### config.mk
export PLATFORM = sky130hd
export DESIGN_NAME = conv_pixel_writer
export DESIGN_NICKNAME = d
export VERILOG_FILES = /design/src/rtl/conv_pixel_writer_pkg.sv /design/src/rtl/conv_pixel_writer_merge.sv /design/src/rtl/conv_pixel_writer.sv
export SDC_FILE = /design/constraint.sdc
export NUM_CORES = 1
export LEC_CHECK = 0
export BUFFER_PORTS_ARGS = -buffer_cell sky130_fd_sc_hd__buf_4
export CAP_MARGIN = 15
export CELL_PAD_IN_SITES_DETAIL_PLACEMENT = 0
export CELL_PAD_IN_SITES_GLOBAL_PLACEMENT = 1
export CORE_AREA = 2 2 194 101
export DETAILED_ROUTE_END_ITERATION = 6
export DIE_AREA = 0 0 196 103
export PLACE_DENSITY_LB_ADDON = 0.1
export SETUP_SLACK_MARGIN = 0.02
export SYNTH_ARGS = -nofsm -noshare
export SYNTH_HDL_FRONTEND = slang
export SYNTH_SLANG_ARGS = --single-unit
export TNS_END_PERCENT = 100
### constraint.sdc
create_clock -name clk -period 5.9 [get_ports clk]
set_input_delay 0.885 -clock clk [delete_from_list [all_inputs] [get_ports clk]]
set_output_delay 0.885 -clock clk [all_outputs]
set_load 0.01 [all_outputs]
### src/rtl/conv_pixel_writer_pkg.sv
// Shared definitions for the convolution pixel writer and VGA control:
// FSM encoding plus frame-memory word-address and lane helpers.
package conv_pixel_writer_pkg;

    typedef enum logic [2:0] {
        IDLE,
        ACCUM,
        WRITE,
        RD_WAIT,
        MERGE
    } state_t;

    function automatic logic [15:0] word_addr(
        input logic [8:0] v,
        input logic [8:0] h
    );
        return {v, h[8:2]};
    endfunction

    function automatic logic [3:0] lane_sel(input logic [1:0] lane);
        return 4'b0001 << lane;
    endfunction

    function automatic logic [31:0] lane_put(
        input logic [31:0] word,
        input logic [1:0]  lane,
        input logic [7:0]  data
    );
        logic [31:0] w;
        w = word;
        w[{lane, 3'b000} +: 8] = data;
        return w;
    endfunction

endpackage

### src/rtl/conv_pixel_writer_merge.sv
// Byte-lane merge: masked lanes keep buffered pixels, others take memory data.
module pixel_lane_merge (
    input  logic [31:0] buf_data,
    input  logic [31:0] mem_rdata,
    input  logic [3:0]  mask,
    output logic [31:0] merged
);

    always_comb begin
        merged = mem_rdata;
        for (int k = 0; k < 4; k++) begin
            if (mask[k]) merged[8*k +: 8] = buf_data[8*k +: 8];
        end
    end

endmodule

### src/rtl/conv_pixel_writer.sv
// Packs filtered 8-bit pixels into 32-bit frame-memory words, writing full
// words directly and partial words via read-modify-write.
module conv_pixel_writer
    import conv_pixel_writer_pkg::*;
#(
    parameter int         READ_LATENCY = 2,
    parameter logic [8:0] H_LAST       = 9'd511,
    parameter logic [8:0] V_LAST       = 9'd479
) (
    input  logic        clk,
    input  logic        reset_n,
    input  logic        pix_valid,
    output logic        pix_ready,
    input  logic [7:0]  pix_data,
    input  logic [8:0]  pix_h,
    input  logic [8:0]  pix_v,
    input  logic        flush,
    output logic [15:0] mem_addr,
    output logic [31:0] mem_wdata,
    output logic        mem_we,
    input  logic [31:0] mem_rdata,
    output logic        busy,
    output logic        frame_done
);

    localparam logic [15:0] LAST_ADDR = {V_LAST, H_LAST[8:2]};
    localparam logic [1:0]  LAST_LANE = H_LAST[1:0];
    localparam logic [1:0]  RL_M1     = 2'(READ_LATENCY - 1);

    state_t      state, state_nxt;
    logic [15:0] buf_addr, buf_addr_nxt;
    logic [31:0] buf_data, buf_data_nxt;
    logic [3:0]  buf_mask, buf_mask_nxt;
    logic [3:0]  pix_mask, pix_mask_nxt;
    logic        pend_valid, pend_valid_nxt;
    logic [7:0]  pend_data, pend_data_nxt;
    logic [8:0]  pend_h, pend_h_nxt;
    logic [8:0]  pend_v, pend_v_nxt;
    logic [1:0]  rd_cnt, rd_cnt_nxt;
    logic [31:0] merged;
    logic        accept;
    logic [15:0] pix_addr;
    logic [3:0]  pix_sel;

    assign pix_ready = (state == IDLE || state == ACCUM) && !pend_valid;
    assign busy      = (state != IDLE) || pend_valid;
    assign accept    = pix_valid && pix_ready;
    assign pix_addr  = word_addr(pix_v, pix_h);
    assign pix_sel   = lane_sel(pix_h[1:0]);

    pixel_lane_merge u_merge (
        .buf_data  (buf_data),
        .mem_rdata (mem_rdata),
        .mask      (buf_mask),
        .merged    (merged)
    );

    always_comb begin
        state_nxt      = state;
        buf_addr_nxt   = buf_addr;
        buf_data_nxt   = buf_data;
        buf_mask_nxt   = buf_mask;
        pix_mask_nxt   = pix_mask;
        pend_valid_nxt = pend_valid;
        pend_data_nxt  = pend_data;
        pend_h_nxt     = pend_h;
        pend_v_nxt     = pend_v;
        rd_cnt_nxt     = rd_cnt;
        unique case (state)
            IDLE: begin
                if (accept) begin
                    buf_addr_nxt = pix_addr;
                    buf_data_nxt = lane_put(buf_data, pix_h[1:0], pix_data);
                    buf_mask_nxt = pix_sel;
                    pix_mask_nxt = pix_sel;
                    state_nxt    = ACCUM;
                end
            end
            ACCUM: begin
                if (accept && pix_addr == buf_addr) begin
                    buf_data_nxt = lane_put(buf_data, pix_h[1:0], pix_data);
                    buf_mask_nxt = buf_mask | pix_sel;
                    pix_mask_nxt = pix_mask | pix_sel;
                    if ((buf_mask | pix_sel) == 4'hF) begin
                        state_nxt = WRITE;
                    end else if (flush) begin
                        state_nxt  = RD_WAIT;
                        rd_cnt_nxt = '0;
                    end
                end else if (accept) begin
                    // Different word: park the pixel and retire the buffer.
                    pend_valid_nxt = 1'b1;
                    pend_data_nxt  = pix_data;
                    pend_h_nxt     = pix_h;
                    pend_v_nxt     = pix_v;
                    if (buf_mask == 4'hF) begin
                        state_nxt = WRITE;
                    end else begin
                        state_nxt  = RD_WAIT;
                        rd_cnt_nxt = '0;
                    end
                end else if (flush) begin
                    if (buf_mask == 4'hF) begin
                        state_nxt = WRITE;
                    end else begin
                        state_nxt  = RD_WAIT;
                        rd_cnt_nxt = '0;
                    end
                end
            end
            RD_WAIT: begin
                if (rd_cnt == RL_M1) state_nxt = MERGE;
                else rd_cnt_nxt = rd_cnt + 2'd1;
            end
            MERGE: begin
                buf_data_nxt = merged;
                buf_mask_nxt = 4'hF;
                state_nxt    = WRITE;
            end
            WRITE: begin
                buf_mask_nxt = '0;
                pix_mask_nxt = '0;
                if (pend_valid) begin
                    buf_addr_nxt   = word_addr(pend_v, pend_h);
                    buf_data_nxt   = lane_put(buf_data, pend_h[1:0], pend_data);
                    buf_mask_nxt   = lane_sel(pend_h[1:0]);
                    pix_mask_nxt   = lane_sel(pend_h[1:0]);
                    pend_valid_nxt = 1'b0;
                    state_nxt      = ACCUM;
                end else begin
                    state_nxt = IDLE;
                end
            end
            default: state_nxt = IDLE;
        endcase
    end

    always_ff @(posedge clk) begin
        if (!reset_n) begin
            state      <= IDLE;
            buf_addr   <= '0;
            buf_data   <= '0;
            buf_mask   <= '0;
            pix_mask   <= '0;
            pend_valid <= 1'b0;
            pend_data  <= '0;
            pend_h     <= '0;
            pend_v     <= '0;
            rd_cnt     <= '0;
        end else begin
            state      <= state_nxt;
            buf_addr   <= buf_addr_nxt;
            buf_data   <= buf_data_nxt;
            buf_mask   <= buf_mask_nxt;
            pix_mask   <= pix_mask_nxt;
            pend_valid <= pend_valid_nxt;
            pend_data  <= pend_data_nxt;
            pend_h     <= pend_h_nxt;
            pend_v     <= pend_v_nxt;
            rd_cnt     <= rd_cnt_nxt;
        end
    end

    // Memory port is registered from next-state values so a word completed
    // at edge N is written in the very next cycle.
    always_ff @(posedge clk) begin
        if (!reset_n) begin
            mem_we     <= 1'b0;
            mem_addr   <= '0;
            mem_wdata  <= '0;
            frame_done <= 1'b0;
        end else begin
            mem_we <= (state_nxt == WRITE);
            if (state_nxt inside {WRITE, RD_WAIT, MERGE}) mem_addr <= buf_addr_nxt;
            if (state_nxt == WRITE) mem_wdata <= buf_data_nxt;
            frame_done <= (state == WRITE) && (buf_addr == LAST_ADDR)
                          && pix_mask[LAST_LANE];
        end
    end

endmodule

After elaboration in Yosys (flattened, before gate mapping)
Cells that the tools add are included.
{"block": "word_totals", "elab_cells": 106, "reg_bits": 138}
{"block": "op_classes", "n_eq_ne": 20, "addsub": 3, "n_shift": 6, "reduce_logical": 20, "mux": 40, "n_bitwise": 3}
{"cell": "32-bit case mux with 4 select lines", "count": 1}
{"cell": "32-bit two-way mux", "count": 3}
{"cell": "32-bit bitwise mux", "count": 2}
{"cell": "8-bit by 7-bit variable shift with 32-bit output, first input constant", "count": 2}
{"cell": "8-bit by 7-bit variable part select with 32-bit output", "count": 2}
{"cell": "16-bit two-way mux", "count": 2}
{"cell": "8-bit two-way mux", "count": 4}
{"cell": "16-bit case mux with 2 select lines", "count": 1}
{"cell": "3-bit two-way mux", "count": 7}
{"cell": "16-bit == test", "count": 1}
{"cell": "16-bit == test, second input constant", "count": 1}
{"cell": "4-bit two-way mux", "count": 4}
{"cell": "4-bit case mux with 4 select lines", "count": 1}
{"cell": "3-bit case mux with 5 select lines", "count": 1}
{"cell": "2-bit two-way mux", "count": 7}
{"cell": "5-bit negator with 7-bit output", "count": 2}
{"cell": "3-bit by 2-bit == test with 1-bit output, second input constant", "count": 4}
{"cell": "4-bit case mux with 3 select lines", "count": 1}
{"cell": "3-bit AND reduction", "count": 4}
{"cell": "3-bit != test, second input constant", "count": 3}
{"cell": "3-bit nonzero test", "count": 3}
{"cell": "4-bit == test, second input constant", "count": 2}
{"cell": "2-bit != test, second input constant", "count": 4}
{"cell": "4-bit bitwise OR", "count": 2}
{"cell": "other kinds (17)", "count": 28}

Logic depth before layout (Yosys ltp)
{"block": "depth", "ltp_word": 9, "mapped_depth": 10, "mapped_depth_nobuf": 8}

Cells and area by module
Synthesis repeated with hierarchy kept, for this count alone.
{"block": "hier_totals", "hier_cells": 822, "hier_area_um2": 7458.4}
{"module": "conv_pixel_writer", "seq_area_each_um2": 2702.6, "area_each_um2": 6932.9, "n_inst": 1, "cells_per_inst": 786}
{"module": "pixel_lane_merge", "seq_area_each_um2": 0.0, "area_each_um2": 525.5, "n_inst": 1, "cells_per_inst": 36}

Worst setup path before layout
No wires, ideal clock.
{"block": "synth_path", "path_type": "in2reg", "from": "input pix_h[0]", "to": "register mem_wdata[0]", "path_stages": 8, "path_slack_ns": 3.216, "arrival_ns": 2.611, "path_cell_list": "inv_1 -> ha_1 -> inv_1 -> nor4b_1 -> a21oi_1 -> o21ai_0 -> a32oi_1 -> o22ai_2"}
{"block": "synth_between", "elab_chain_len": 7, "elab_cells_between_ends": 14}
{"item": "start: declaration", "line": "conv_pixel_writer.sv:15", "text": "input logic [8:0] pix_h,"}
{"item": "parallel branches: the longest is 7 deep, another holds 5-bit negator with 7-bit output"}
{"item": "end signal: assignment", "line": "conv_pixel_writer.sv:175", "text": "if (state_nxt == WRITE) mem_wdata <= buf_data_nxt;"}
{"item": "end: declaration", "line": "conv_pixel_writer.sv:19", "text": "output logic [31:0] mem_wdata,"}
Parallel ways; which one is timed is not known.
A chain may end at the register's enable or synchronous reset.

Worst setup path after layout
{"block": "layout_path", "from": "input pix_h[5]", "to": "register mem_wdata[25]"}
{"block": "layout_between", "elab_chain_len": 5, "elab_cells_between_ends": 7}
{"item": "16-bit == test *", "line": "conv_pixel_writer.sv:80", "text": "if (accept && pix_addr == buf_addr) begin"}
{"item": "1-bit logical AND *", "line": "conv_pixel_writer.sv:80"}
{"item": "3-bit two-way mux", "line": "conv_pixel_writer.sv:80"}
{"item": "3-bit case mux with 5 select lines", "line": "conv_pixel_writer.sv:69", "text": "unique case (state)"}
{"item": "3-bit by 2-bit == test with 1-bit output", "line": "conv_pixel_writer.sv:175"}
Mark *: on every way between the ends. The rest lies on a longest branch, timed or not.

==> summary.md <==
| Metric | Value |
|---|---|
| Final Slew Violations | `0` |
| Finished Cell Area | `around 0.0083 mm²` |
| Nets | `around 950` |
| Remaining antenna violation count | `0` |
| Internal | `roughly 1.8 mW` |
| Initial core utilization | `a little over a third` |
| Filler Cell Count | `1843` |
| Reg2Reg Depth | `6` |
| Worst vdd ir | `between 0.2 and 0.25 mV` |
| Die ar. | `~0.020 mm²` |
| Post-DP Area | `about 0.0077 mm²` |
| Synth cell types | `55` |
| Worst Tran Pin Value | `roughly 1100 ps` |
| CP startpoint kind | `input port` |
| Setup_tns | `0 ps` |
| Post-synth EDFFs | `0` |
| Crit path max fanout | `24` |
| GP Congestion | `0.838` |
| Clock Latency Late Sink | `between 400 and 500 ps` |
| Status | `finished, final reports clean` |
| Ratio of cells with drive above 1 in the final layout | `24.1%` |
| DR WL/cell | `between 20 and 25 µm` |
| Post-DR vias/cell | `5.79` |
| DP Cell Count | `1097` |
| Mean Syn Cell Area | `approximately 8.6 µm²` |
| CTS tree | `built` |
| Total CTS buffers | `17` |
| Syn Inst Count | `approximately 780` |
| Max-slew headroom | `between 20% and 30%` |
| I/O pin count | `around 110` |
| Register area share after synthesis | `40.2%` |
| Die Ht | `103 µm` |
| Final Skew | `9.18 ps` |
| Finished Layout Cells | `approximately 1.1k` |
| Area grow syn2layout | `23.7%` |
| Fmax | `~300 MHz` |
| # setup viols final | `0` |
| Initial drt markers | `between 500 and 600` |
| Syn Nets | `855` |
| Clock power frac | `a little over two fifths` |
| Via count | `approximately 6.5k` |
| Clock root cell | `clkbuf_16` |
| First-pass GRT wire length | `between 30000 and 40000 µm` |
| Initial antenna violation count | `0` |
| Number of remaining DRC errors | `0` |
| CP endpoint kind | `flop` |
| Slowest cell on the critical path | `nand2_1` |
| # rows | `36` |
| RSZ-0062 raised after global routing | `false` |
| Pwr per Cell Area | `around 310 mW/mm²` |
| Clock transition at path regs | `60 ps` |
| Hold depth | `2` |
| Worst Setup Path Type | `in2reg` |
| Final Power | `2.60 mW` |
| Post-cts resize count | `0` |
| Main flop type after synthesis | `dfxtp_1` |
| Clk buf depth | `2` |
| Post-CTS Setup Bufs | `0` |
| H-Tree Level Count | `4` |
| Worst Slack Setup Final | `2530 ps` |
| Comb pwr share | `18.2%` |
| Sw Ratio | `30.8%` |
| Share of Yosys cell area claimed by the top area cell type | `40.2%` |
| Final wirelength | `between 20000 and 25000 µm` |
| Post-Syn Area | `around 0.0067 mm²` |
| Cell Chain, Critical Path | `buf_4 > xor2_1 > nor4_1 > and4_1 > nand2_1 > a32oi_1 > o22ai_2` |
| Synth area leader | `dfxtp_1` |
| Clock Sinks | `~140` |
| Maximum Capacitance Violations | `0` |
| Critical Path RT | `6160 ps` |
| Period utilization | `between 50% and 60%` |
| Number of global-route vias before repair | `between 5k and 6k` |
| P_leak | `a little over 3 nW` |
| I/O Buffers | `~110` |
| DRT Pass-1 Iters | `5` |
| Gr usage total | `about a quarter` |
| Worst min-delay path class | `reg2reg` |
| Core Area | `approximately 0.019 mm²` |
| Yosys reg bits | `135` |
| Final Hold Vio Count | `0` |
| Place WS | `roughly 2200 ps` |
| Pin count of the biggest net entering global routing | `63` |
| CP max stage delay | `650 ps` |
| Total area of sequential cells | `around 0.0027 mm²` |
| Post-route minimum period | `~3400 ps` |
| Antenna diodes | `0` |
| Gr ovfl total | `0` |
| Async S/R FF share, synth | `0%` |
| CP Data Arrival Time | `3630 ps` |
| DIE WIDTH | `just under 200 µm` |
| DP HPWL | `approximately 17000 µm` |
| Synth top area cells | `dfxtp_1 (40%), a32oi_1 (7.3%), a21oi_1 (6.8%)` |
| Flop pwr share | `about two fifths` |
| Switching power total | `~0.8 mW` |
| Hold Buf Count CTS | `0` |
| Multi-input gate area | `0.00367 mm²` |
| Yosys Warn Count | `0` |
[flip-flops by register name, summed over array words and instances, names as in the netlist, 2 cells and up]
| register | count |
|---|---|
| pend_h | 9 |
| mem_addr | 16 |
| pend_data | 8 |
| buf_mask | 4 |
| buf_data | 32 |
| rd_cnt | 2 |
| mem_wdata | 32 |
| pend_v | 9 |
| state | 3 |
| buf_addr | 16 |
[stage by stage]
step,utilization [%],hold WS [ps]
after detailed placement,40.9,448
after global placement,40.8,441
after floorplan,-,435
final,44.3,458
after global routing,44.3,471
after CTS,44.2,457
[cell type report]
cell class                      count  share of cell area [%]
Tap cell                          247                    3.72
Timing Repair Buffer              126                    11.9
Multi-Input combinational cell    580                    44.1
Sequential cell                   135                    32.5
Clock buffer                       18                    5.16
Clock inverter                     14                    2.09
Inverter                           11                   0.497
[cells in the final DEF, fill, tap and decap left out, types with 4 or more instances in the layout]
cell type	netlist	routed
a211oi_1	14	14
a211oi_2	4	4
a21oi_1	91	91
a221o_1	4	4
a22o_1	16	16
a32oi_1	56	56
buf_4	1	123
clkbuf_16	0	17
clkinvlp_4	0	4
dfxtp_1	135	135
ha_1	14	14
inv_1	11	10
nand2_1	112	112
nand4_1	5	5
nor2_1	86	85
nor2b_1	34	34
nor3_1	7	7
nor4_1	4	4
o21ai_0	33	33
o221a_2	8	8
o22ai_1	5	5
o22ai_2	30	30
xor2_1	16	16
[critical path, delay by kind of cell]
| family | cells | cell delay (ps) |
|---|---|---|
| and+or+nand+nor | 3 | 1670 |
| xor gates and xnor gates | 1 | 200 |
| buffers and inverters | 1 | 120 |
| AOI/OAI and AO/OA | 2 | 730 |
[Yosys cell counts, drive strengths merged, types with 3 or more instances]
cell      n
nor2     87
nor4      4
or4       3
ha       14
o221a     8
o21ai    34
or2       4
buf      23
nand4     6
nor2b    34
a32oi    56
clkbuf   30
nor3      7
nand2   112
a211oi   18
xor2     16
dfxtp   135
a21oi    91
o22ai    35
a22o     16
nor4b     3
a221o     4
inv      11
[power groups by stage]
stage	clock (mW)	combinational [mW]	sequential (mW)
4_1_cts	1.12	0.461	1.02
3_3_place_gp	0	0.449	1.04
3_5_place_dp	0	0.459	1.04
2_1_floorplan	0	0.296	1.02
5_1_grt	1.17	0.512	1.03
6_report	1.11	0.472	1.02
[logic make-up after synthesis]
family / Yosys count / share of synthesized area, %
xor+xnor: 16 / 2.09
mux: 2 / 0.298
buf+inv: 64 / 5.25
fa+ha+maj: 14 / 2.61
simple gates: 274 / 18.8
compound gates: 274 / 30.8
flops: 135 / 40.2
[final timing paths]
path / slack [ps] / to / startpoint
hold reg to reg: 460 / pend_v[5]$_SDFFE_PN0P_ / pend_v[5]$_SDFFE_PN0P_
setup reg to reg: 2610 / mem_wdata[14]$_SDFFE_PN0P_ / pend_valid$_SDFFE_PN0P_
hold / removal: 460 / pend_v[5]$_SDFFE_PN0P_ / pend_v[5]$_SDFFE_PN0P_
setup / recovery: 2530 / mem_wdata[25]$_SDFFE_PN0P_ / pix_h[5]
[layer usage]
metal  track usage, %  share of wire (%)  vias to the layer above
li1                 -                  -                     3047
met1             39.3                 53                     3195
met2             30.4                 37                      282
met3             7.52                9.1                       23
met4             6.53                1.4                        0
met5                0                  0                        -
(Power assumes the default switching activity.)
